--- config.mk ---
export PLATFORM = sky130hd
export DESIGN_NAME = transmitter_flat
export DESIGN_NICKNAME = d
export VERILOG_FILES = /design/src/rtl/transmitter_if.sv /design/src/rtl/transmitter.sv /design/src/flat_wrapper.sv
export SDC_FILE = /design/constraint.sdc
export NUM_CORES = 1
export LEC_CHECK = 0
export BUFFER_PORTS_ARGS = -buffer_cell sky130_fd_sc_hd__buf_4
export CORE_UTILIZATION = 45
export DETAILED_ROUTE_END_ITERATION = 10
export GPL_TIMING_DRIVEN = 0
export PLACE_DENSITY = 0.67
export SLEW_MARGIN = 20
export SYNTH_ARGS = -nofsm -noshare
export SYNTH_HDL_FRONTEND = slang
export SYNTH_SLANG_ARGS = --single-unit
--- constraint.sdc ---
create_clock -name clk -period 1.9 [get_ports clk]
set_input_delay 0.38 -clock clk [delete_from_list [all_inputs] [get_ports clk]]
set_output_delay 0.38 -clock clk [all_outputs]
set_load 0.02 [all_outputs]
--- src/rtl/transmitter_if.sv ---
// rtl/transmitter_if.sv - host-side handshake bundle for the UART transmit engine
interface transmitter_if #(
    parameter int data_width = 8
);
    logic                  tx_start;
    logic [data_width-1:0] tx_data;
    logic                  parity_en;
    logic                  odd_or_even_parity;
    logic                  busy;
    logic                  done;

    modport master (
        output tx_start,
        output tx_data,
        output parity_en,
        output odd_or_even_parity,
        input  busy,
        input  done
    );

    modport slave (
        input  tx_start,
        input  tx_data,
        input  parity_en,
        input  odd_or_even_parity,
        output busy,
        output done
    );
endinterface

--- src/rtl/transmitter.sv ---
// rtl/transmitter.sv - UART transmit engine: start, LSB-first data, optional parity, one stop bit
module transmitter #(
    parameter int data_width = 8
) (
    input  logic          clk,
    input  logic          rst,
    input  logic          tx_tick,
    output logic          tx,
    transmitter_if.slave  bus
);
    localparam int bw = (data_width > 1) ? $clog2(data_width) : 1;
    localparam logic [bw-1:0] last_bit = bw'(data_width - 1);

    typedef enum logic [2:0] {
        IDLE   = 3'd0,
        START  = 3'd1,
        DATA   = 3'd2,
        PARITY = 3'd3,
        STOP   = 3'd4
    } state_t;

    state_t                state, state_n;
    logic [3:0]            tick_count, tick_count_n;
    logic [bw-1:0]         bit_count, bit_count_n;
    logic [data_width-1:0] shreg, shreg_n;
    logic                  par_en_q, par_en_n;
    logic                  par_bit_q, par_bit_n;
    logic                  tx_q, tx_n;
    logic                  busy_q, busy_n;
    logic                  done_q, done_n;

    assign tx       = tx_q;
    assign bus.busy = busy_q;
    assign bus.done = done_q;

    // State, counters, hold register and registered outputs
    always_ff @(posedge clk or negedge rst) begin
        if (!rst) begin
            state      <= IDLE;
            tick_count <= '0;
            bit_count  <= '0;
            shreg      <= '0;
            par_en_q   <= 1'b0;
            par_bit_q  <= 1'b0;
            tx_q       <= 1'b1;
            busy_q     <= 1'b0;
            done_q     <= 1'b0;
        end else begin
            state      <= state_n;
            tick_count <= tick_count_n;
            bit_count  <= bit_count_n;
            shreg      <= shreg_n;
            par_en_q   <= par_en_n;
            par_bit_q  <= par_bit_n;
            tx_q       <= tx_n;
            busy_q     <= busy_n;
            done_q     <= done_n;
        end
    end

    // Next-state and output decode; every bit boundary lands on the 16th tick
    always_comb begin
        state_n      = state;
        tick_count_n = tick_count;
        bit_count_n  = bit_count;
        shreg_n      = shreg;
        par_en_n     = par_en_q;
        par_bit_n    = par_bit_q;
        tx_n         = tx_q;
        busy_n       = busy_q;
        done_n       = 1'b0;

        case (state)
            IDLE: begin
                tx_n   = 1'b1;
                busy_n = 1'b0;
                // Acceptance does not wait for a tick; the start bit is
                // stretched by at most one tick period, which the receiver tolerates.
                if (bus.tx_start) begin
                    shreg_n      = bus.tx_data;
                    par_en_n     = bus.parity_en;
                    // 1 selects even total ones (parity = xor), 0 selects odd
                    par_bit_n    = bus.odd_or_even_parity ? ^bus.tx_data : ~^bus.tx_data;
                    state_n      = START;
                    tx_n         = 1'b0;
                    busy_n       = 1'b1;
                    tick_count_n = '0;
                    bit_count_n  = '0;
                end
            end

            START, DATA, PARITY, STOP: begin
                if (tx_tick) begin
                    if (tick_count == 4'd15) begin
                        tick_count_n = '0;
                        case (state)
                            START: begin
                                state_n = DATA;
                                tx_n    = shreg[0];
                            end
                            DATA: begin
                                if (bit_count == last_bit) begin
                                    if (par_en_q) begin
                                        state_n = PARITY;
                                        tx_n    = par_bit_q;
                                    end else begin
                                        state_n = STOP;
                                        tx_n    = 1'b1;
                                    end
                                end else begin
                                    // Shifting keeps the next bit at position 1,
                                    // i.e. data[bit_count+1] of the latched word
                                    bit_count_n = bit_count + 1'b1;
                                    shreg_n     = {1'b0, shreg[data_width-1:1]};
                                    tx_n        = shreg[1];
                                end
                            end
                            PARITY: begin
                                state_n = STOP;
                                tx_n    = 1'b1;
                            end
                            default: begin
                                state_n = IDLE;
                                tx_n    = 1'b1;
                                busy_n  = 1'b0;
                                done_n  = 1'b1;
                            end
                        endcase
                    end else begin
                        tick_count_n = tick_count + 4'd1;
                    end
                end
            end

            default: begin
                state_n = IDLE;
                tx_n    = 1'b1;
                busy_n  = 1'b0;
            end
        endcase
    end
endmodule

--- src/flat_wrapper.sv ---
// flat-port wrapper written by rule: the top's interface ports become plain ports
module transmitter_flat 
#(
    parameter int data_width = 8
)
  (clk, rst, tx_tick, tx, bus_tx_start, bus_tx_data, bus_parity_en, bus_odd_or_even_parity, bus_busy, bus_done);
  transmitter_if #(.data_width(data_width)) bus_i ();
  input  logic clk;
  input  logic rst;
  input  logic tx_tick;
  output logic tx;
  input wire logic [$bits(bus_i.tx_start)-1:0] bus_tx_start;
  input wire logic [$bits(bus_i.tx_data)-1:0] bus_tx_data;
  input wire logic [$bits(bus_i.parity_en)-1:0] bus_parity_en;
  input wire logic [$bits(bus_i.odd_or_even_parity)-1:0] bus_odd_or_even_parity;
  output wire logic [$bits(bus_i.busy)-1:0] bus_busy;
  output wire logic [$bits(bus_i.done)-1:0] bus_done;
  assign bus_i.tx_start = bus_tx_start;
  assign bus_i.tx_data = bus_tx_data;
  assign bus_i.parity_en = bus_parity_en;
  assign bus_i.odd_or_even_parity = bus_odd_or_even_parity;
  assign bus_busy = bus_i.busy;
  assign bus_done = bus_i.done;
  transmitter #(.data_width(data_width)) u_core (.clk(clk), .rst(rst), .tx_tick(tx_tick), .tx(tx), .bus(bus_i));
endmodule
# After elaboration in Yosys (flattened, before gate mapping)

Index checks and enable logic that the tools add are counted.

Register bits after elaboration: 23
Latch bits: 0
Bits in writable memories: 0
ROM bits: 0
Input bits: 14
Output and inout bits: 3
Logic and storage cells: 76
Memories: 0

$add $sub $neg: 2
$mul: 0
Divide/modulo/power cells: 0
$lt $le $gt $ge: 0
Eq/ne operators: 13
Shift-type cells: 0
Mux-type cells: 40
Bitwise gates (word level): 0
Reduce and logical (&&, ||, !) cells: 12

Operators by type and width:

| cell                                                   | count |
|---|---|
| 2-to-1 mux 8 bit                                       | 5 |
| 2-to-1 mux 3 bit                                       | 10 |
| one-hot mux 8 bit (2 select lines)                     | 1 |
| 2-to-1 mux 1 bit                                       | 14 |
| 2-to-1 mux 4 bit                                       | 3 |
| one-hot mux 3 bit (2 select lines)                     | 2 |
| one-hot mux 3 bit (3 select lines)                     | 1 |
| inequality test 2 bit (second input constant)          | 4 |
| one-hot mux 4 bit (2 select lines)                     | 1 |
| XNOR reduction 8 bit                                   | 1 |
| parity 8 bit                                           | 1 |
| equality test 3 x 2 -> 1 bit (second input constant)   | 2 |
| equality test 3 bit (second input constant)            | 2 |
| one-hot mux 1 bit (2 select lines)                     | 3 |
| AND reduction 3 bit                                    | 2 |
| AND reduction 6 bit                                    | 1 |
| adder 4 x 1 -> 4 bit (second input constant)           | 1 |
| equality test 4 bit (second input constant)            | 1 |
| inequality test 2 x 1 -> 1 bit (second input constant) | 2 |
| AND reduction 2 bit                                    | 2 |
| AND reduction 4 bit                                    | 1 |
| OR reduction 4 bit                                     | 1 |
| adder 3 x 1 -> 3 bit (second input constant)           | 1 |
| equality test 3 x 1 -> 1 bit (second input constant)   | 1 |
| other kinds (4)                                        | 4 |

# Depth between registers and ports, before layout

Gate-level depths: netlist of the first run.

Word-level depth: 6
Gate-level depth with buffers: 6
Mapped depth without buffers: 6

# Least setup slack after synthesis of the first run

Ideal clock, no wire load.

Path kind: reg-to-reg
From: register u_core.tick_count[0]
To: register u_core.shreg[0]
Setup time: 0.125 ns
Data arrival time: 1.878 ns
Required time: 1.775 ns
Path slack: -0.104 ns
Cell stages (with the launch flop): 7
Buffers on the path: 1
Period minus slack after synthesis: 2.004 ns
Path through: dfrtp_1 ha_1 nand4_2 or3_1 a211o_1 buf_6 mux2_4

Word-level cells in the longest chain between the ends: 3

Ends and longest elaborated chain:

| what                                     | RTL line          | source |
|---|---|---|
| start, declared                          | transmitter.sv:23 | `logic [3:0] tick_count, tick_count_n;` |
| start signal, assigned                   | transmitter.sv:50 | `tick_count <= tick_count_n;` |
| equality test 4 bit                      | transmitter.sv:94 | `if (tick_count == 4'd15) begin` |
| inequality test 2 x 1 -> 1 bit (no line) | --                |  |
| AND reduction 6 bit (no line)            | --                |  |
| end signal, assigned                     | transmitter.sv:52 | `shreg <= shreg_n;` |
| end, declared                            | transmitter.sv:25 | `logic [data_width-1:0] shreg, shreg_n;` |

No other way between the ends.
A chain may end at the register's enable or synchronous reset.

# Worst setup path after layout of the first run

From: register u_core.bit_count[0]
To: register u_core.shreg[0]

Word-level cells in the longest chain between the ends: 3

Ends and longest elaborated chain:

| what                            | RTL line           | source |
|---|---|---|
| start, declared                 | transmitter.sv:24  | `logic [bw-1:0] bit_count, bit_count_n;` |
| start signal, assigned          | transmitter.sv:51  | `bit_count <= bit_count_n;` |
| equality test 3 bit             | transmitter.sv:102 | `if (bit_count == last_bit) begin` |
| inequality test 2 bit (no line) | --                 |  |
| AND reduction 6 bit (no line)   | --                 |  |

No other way between the ends.

==> metrics.txt, run 1 <==
status complete, but fails checks; failing checks setup timing; Levels on crit path 6; residual overflow from global routing 0; Synth cell types 47; placed cell areas 1650 um^2; largest net degree at the start of global routing 24; Final Hold Vio Count 0; Post-synth EDFFs 0; Setup Skew 0.0140 ns; Mapped Area 1450 um^2; worst-margin pin slew 0.462 ns; clock power share 9.4%; Critical Path AT 2.21 ns; delay-heaviest family, CP flip-flops; layout cells sized above 1 34.1%; clock tree from TritonCTS built; Layout area overhead 21.5%; Routed WL 3.20 mm; hold depth 2; post-synthesis sequential area ratio 39.9%; IO Pins 17; crit path buf inv count 1; switching share of power 38.9%; max_cap viols 0; combinational share of power 56.0%; Hold Crit Class in2reg; Area contributors post-synth dfrtp_1 (38%), mux2_2 (6.2%), mux2_4 (6.2%); worst-skew pair later-pin latency 0.32 ns; Die Area 3440 um^2; Seq cells post-synth 23; top cell type's share of synthesized area 38.1%; layout net count 188; Cell Int Power 0.00153 W; Crit Path Max Fanout 8; worst-case clock buffer depth 2; Tmin final 2.01 ns; CP startpoint kind flop; DP Cell Count 203; CORE AREA 3050 um^2; dpl ws -0.144 ns; Avg Cell Area, Syn 10.1 um^2; global-route wire length before repair 5.31 mm; initial antenna violation count 0; htree depth 1; synth warn 0; top_reg_cell synth dfrtp_1; Core Util, Final 57.5%; FFs w/ async S/R, synth 100%; final setup fails 11; crit end category flop; CP required 2.11 ns; LEAKAGE 0.778 nW; die width 58.7 um; final worst setup slack -0.107 ns; # DRC 0; Power Density 1420 nW/um^2; Slew Limit Fails 0; Worst path slowest cell dfrtp_1; critical-path cell list ha_2 > ha_4 > or3_1 > a211o_1 > buf_6 > mux2_4; GPL Wtd Cong 0.847; routed vias/inst 5.58; final non-filler cell total 214; Detail Placement HPWL 2.19 mm; Die H 58.7 um; port bufs 16; relative max-transition margin 69.2%; via count 1194; Reg power frac 34.6%; CTS sink cnt 23; largest area contributor in the netlist dfrtp_1; Synthesized Nets 160; row count 20; diode count 0; CTS Buf Count 3; vias in the first global route 1216; CTS Root Cell clkbuf_4; Clk pin slew, worst setup/hold paths 0.14 ns; slowest cell delay on critical path 0.41 ns; Reg2Reg Setup Slack -0.11 ns; period utilization 106%; switching pwr 0.000971 W; Reg2Reg Depth 6; GRT Total Usage 20.5%; Post-DRT Antenna Nets 0; Layout Cell Area excl Fill 1760 um^2; count leader, synth dfrtp_1; Starting DRT DRC Count 31; RSZ-0062 raised after global routing true; Crit Path Class reg2reg; cell count after synthesis 143; Detailed Routing Iterations Pass 1 4; Wirelength per Cell 15.0 um; synth cell count leaders dfrtp_1 (22), nor2_1 (11), a21oi_1 (10); Initial Util 47.3%; Max VDD drop 0.000802 V; Fmax achieved 498 MHz
cell usage in the layout, fill, tap and decap left out, types with 2 or more instances in the layout:
cell       n
ha_4       2
nand3b_1   2
clkbuf_4   3
nand2b_1   2
a211o_1    2
xnor2_1    6
clkbuf_1   4
buf_4     25
nor3_1     3
nand3_1    3
mux2_4     6
dfrtp_1   20
and4_2     2
nor2_1    10
a31oi_1    2
nand4_1    2
dfrtp_2    2
o21ai_0    4
inv_1      5
or3_1      3
a21oi_1   10
nor2b_1    2
mux2i_1    2
mux2_2     8
nand2_1    9
o221ai_1   3
worst reg2reg max path, stage by stage (launching register included):
cell     delay, ns
dfrtp_1       0.41
ha_2          0.20
ha_4          0.17
or3_1         0.35
a211o_1       0.30
buf_6         0.16
mux2_4        0.30
cell families (layout without fill, tap and decap cells):
| group | count (synthesis) | count (layout) | synth area share [%] |
|---|---|---|---|
| XOR/XNOR | 8 | 8 | 5.80 |
| AO/OA/AOI/OAI | 32 | 32 | 15.1 |
| adder cells (fa/ha/maj) | 3 | 3 | 2.60 |
| flip-flops | 23 | 23 | 39.9 |
| AND/OR/NAND/NOR | 43 | 43 | 15.9 |
| buffers and inverters | 16 | 43 | 5.37 |
| multiplexers | 18 | 18 | 15.3 |
final cells by class:
type	count	area, um^2
multi-input cells	104	838
clock inverters	1	5.00
repair buffers	23	175
flip-flops and latches	23	579
fillers	277	1300
inverters	6	22.5
well taps	44	55.1
plain buffers	10	57.6
clock buffers	3	22.5
stage by stage:
step	setup TNS, ns	power, W	hold slack, ns
3_3_place_gp	-0.781	0.00208	0.293
6_report	-0.877	0.00250	0.294
5_1_grt	-1.48	0.00268	0.295
2_1_floorplan	0	0.00185	0.0844
3_5_place_dp	-0.908	0.00214	0.294
4_1_cts	-1.02	0.00247	0.289
final timing paths:
kind | startpoint | to
max in group asynchronous | rst | u_core.tx$_DFFE_PN1P_
setup / recovery | u_core.bit_count[0]$_DFFE_PN0P_ | u_core.shreg[0]$_DFFE_PN0P_
hold / removal | bus_parity_en | u_core.par_en_q$_DFFE_PN0P_
setup reg to reg | u_core.bit_count[0]$_DFFE_PN0P_ | u_core.shreg[0]$_DFFE_PN0P_
min in group asynchronous | rst | u_core.tick_count[3]$_DFFE_PN0P_
hold reg to reg | u_core.shreg[5]$_DFFE_PN0P_ | u_core.shreg[5]$_DFFE_PN0P_
per-layer routing:
layer  share of wire [%]  up-vias  track usage (%)  wire length, um
li1                    -      573                -                -
met1                  47      580             27.6             1490
met2                  48       35             33.3             1540
met3                 4.2        6             3.08              136
met4                 1.1        0             7.82               34
met5                   0        -                0                0
power by group through the flow:
| stage | clock (W) | combinational [W] | sequential (W) |
|---|---|---|---|
| floorplan | 0 | 0.000984 | 0.000865 |
| global placement | 0 | 0.00121 | 0.000870 |
| detailed placement | 0 | 0.00126 | 0.000880 |
| CTS | 0.000241 | 0.00137 | 0.000862 |
| global route | 0.000262 | 0.00154 | 0.000876 |
| finish | 0.000236 | 0.00140 | 0.000863 |
sequential cells by signal, indices dropped and copies added, names as in the netlist:
signal,count
u_core.bit_count,3
u_core.shreg,8
u_core.par_bit_q,1
u_core.bus.busy,1
u_core.tick_count,4
u_core.tx,1
u_core.state,3
u_core.bus.done,1
u_core.par_en_q,1
repair_timing:
action,4_1_cts,5_1_grt
gates cloned,0,0
gates resized for setup,5,2
endpoints found under the setup margin,10,12
hold endpoints to repair,22,0
pin swaps,3,2
hold buffers,1,0
setup buffers,5,1
(Power assumes the default switching activity.)
==> inputs of run 2 (changes only) <==
--- a/config.mk
+++ b/config.mk
@@ -6,9 +6,10 @@
 export NUM_CORES = 1
 export LEC_CHECK = 0
 export BUFFER_PORTS_ARGS = -buffer_cell sky130_fd_sc_hd__buf_4
+export CORE_MARGIN = 5
 export CORE_UTILIZATION = 45
 export DETAILED_ROUTE_END_ITERATION = 10
-export GPL_TIMING_DRIVEN = 0
+export GPL_TIMING_DRIVEN = 1
 export PLACE_DENSITY = 0.67
 export SLEW_MARGIN = 20
 export SYNTH_ARGS = -nofsm -noshare
==> metrics.txt, run 2 (same netlist as run 1, synthesis figures left out) <==
RR Endpoint u_core.shreg[3]$_DFFE_PN0P_; Largest regs u_core.shreg x8, u_core.tick_count x4; critical-path cell list ha_2 > ha_4 > or3_4 > a211o_4 > mux2_4; residual overflow from global routing 0 (unchanged); htree depth 1 (unchanged); Worst path slowest cell dfrtp_1; switching share of power 37.8% (-1.1 points); Crit Path Class reg2reg; CTS Root Cell clkbuf_4; Reg2Reg Setup Slack -0.05 ns (+0.06 ns); final worst setup slack -0.0499 ns (+0.0573 ns); Max VDD drop 0.000893 V (+11%); Final Hold Vio Count 0 (unchanged); slowest cell delay on critical path 0.42 ns (about the same); worst-case clock buffer depth 2 (unchanged); global-route wire length before repair 5.66 mm (+6.6%); CTS sink cnt 23 (unchanged); RSZ-0062 raised after global routing true; CP startpoint kind flop; Initial Util 47.0% (-0.38 points); Clk pin slew, worst setup/hold paths 0.13 ns (about the same); Setup TNS Final -0.269 ns (+0.608 ns); Fmax achieved 513 MHz (+2.9%); LEAKAGE 0.831 nW (+6.9%); worst-skew pair later-pin latency 0.32 ns (about the same); CTS Buf Count 3 (unchanged); clock power share 9.2% (-0.2 points); # DRC 0 (unchanged); period utilization 103% (-3.0 points); worst-margin pin slew 0.341 ns (-0.121 ns); CP Launch Point u_core.bit_count[1]$_DFFE_PN0P_; relative max-transition margin 77.2% (+8.0 points); final non-filler cell total 218 (+1.9%); Routed WL 3.21 mm (+0.31%); placed cell areas 1730 um^2 (+4.9%); Die H 66.7 um (+14%); most frequent cells in the layout buf_4 (34), dfrtp_1 (22), nor2_1 (11), a21oi_1 (10), nand2_1 (9); max_cap viols 0 (unchanged); Hold Crit Class in2reg; CP required 2.13 ns (+0.02 ns); Layout area overhead 26.0%; min-delay src bus_parity_en; routed vias/inst 5.54 (-0.77%); vias in the first global route 1265 (+4.0%); final setup fails 7 (-4); DP Cell Count 211 (+3.9%); via count 1207 (+1.1%); Power Density 1410 nW/um^2 (-0.78%); GPL Wtd Cong 0.869 (+2.7%); diode count 0 (unchanged); Hold Crit Endpoint u_core.par_en_q$_DFFE_PN0P_; Die Area 4440 um^2 (+29%); row count 20 (unchanged); Reg with most FFs u_core.shreg; hold depth 2 (unchanged); failing checks setup timing; area occupied by multi-input gates 862 um^2 (+2.8%); port bufs 16 (unchanged); switching pwr 0.000972 W (+0.10%); Starting DRT DRC Count 87 (+180%); die width 66.7 um (+14%); Cell Int Power 0.00160 W (+4.7%); commonest non-fill, non-tap cell in the layout buf_4; crit path buf inv count 0 (-1); number of flip-flops in the largest register 8 (unchanged); largest net degree at the start of global routing 24 (unchanged); Setup Skew 0.00647 ns (-0.00751 ns); Register Area 577 um^2 (-0.43%); worst r2r src u_core.bit_count[1]$_DFFE_PN0P_; Wirelength per Cell 14.7 um (-1.5%); layout net count 192 (+2.1%); status complete, but fails checks; CORE AREA 3080 um^2 (+0.82%); Tmin final 1.95 ns (-0.0573 ns); worst hold slack 0.282 ns (-0.0116 ns); layout cells sized above 1 37.4% (+3.2 points); fillcell total 269 (-2.9%); Detail Placement HPWL 2.35 mm (+7.7%); Layout Cell Area excl Fill 1820 um^2 (+3.7%); Reg power frac 33.8% (-0.8 points); initial antenna violation count 0 (unchanged); crit end category flop; Slew Limit Fails 0 (unchanged); Detailed Routing Iterations Pass 1 4 (unchanged); Post-DRT Antenna Nets 0 (unchanged); delay-heaviest family, CP flip-flops; GRT Total Usage 17.0% (-3.4 points); clock tree from TritonCTS built; Crit Path Max Fanout 5 (-3); Reg2Reg Depth 5 (-1); IO Pins 17 (unchanged); Critical Path AT 2.18 ns (-0.03 ns); combinational share of power 57.0% (+1.0 points)
==> run 2: changes by cell type in the layout (fill, tap and decap cells not counted), moves of 2 or more <==
cell      before  now
a211o_4        0    2
buf_4         25   34
dfrtp_1       20   22
dfrtp_2        2    0
clkbuf_1       4    0
==> run 2: timing repair <==
item / CTS / global route
cloned: 1 / 0
endpoints found under the setup margin: 11 / 11
buffers inserted: 0 / 1
hold buffers: 1 / 0
endpoints found under the hold margin: 22 / 0
gates resized for setup: 4 / 3
pin swaps: 1 / 3
==> run 2: worst max-delay path by stage <==
stage | end | slack, ns | depth (start not counted)
6_report | u_core.shreg[3]$_DFFE_PN0P_ | -0.05 | 5
4_1_cts | u_core.shreg[1]$_DFFE_PN0P_ | -0.04 | 5
2_1_floorplan | u_core.shreg[0]$_DFFE_PN0P_ | 0.005 | 6
5_1_grt | u_core.shreg[3]$_DFFE_PN0P_ | -0.09 | 5
3_5_place_dp | u_core.shreg[1]$_DFFE_PN0P_ | -0.11 | 5
3_3_place_gp | u_core.shreg[1]$_DFFE_PN0P_ | -0.08 | 5
==> run 2: metrics by stage <==
step	utilization, %	worst slack [ns]	power [W]
finish	59.1	-0.0499	0.00257
global route	59.1	-0.0884	0.00281
CTS	58.4	-0.0427	0.00255
detailed placement	56.1	-0.110	0.00227
global placement	56.1	-0.0835	0.00222
floorplan	-	0.00480	0.00185
==> run 2: area by class of cell <==
class	count	area share [%]
Clock buffer	3	1.24
Clock inverter	1	0.275
Inverter	6	1.24
Multi-Input combinational cell	105	47.4
Sequential cell	23	31.7
Tap cell	44	3.02
Timing Repair Buffer	36	15.2
==> run 2: layer usage <==
metal / wire length (um) / GRT usage, % / vias to the layer above
li1: - / - / 585
met1: 1400 / 19.6 / 591
met2: 1630 / 29.7 / 27
met3: 142 / 3.88 / 4
met4: 43 / 7.87 / 0
met5: 0 / 0 / -
==> run 2: power groups by stage <==
stage,Sequential (W),Clock [W],Combinational (W)
after floorplan,0.000865,0,0.000984
after global placement,0.000867,0,0.00135
after detailed placement,0.000874,0,0.00139
after CTS,0.000869,0.000247,0.00143
after global routing,0.000898,0.000283,0.00163
final,0.000869,0.000237,0.00146
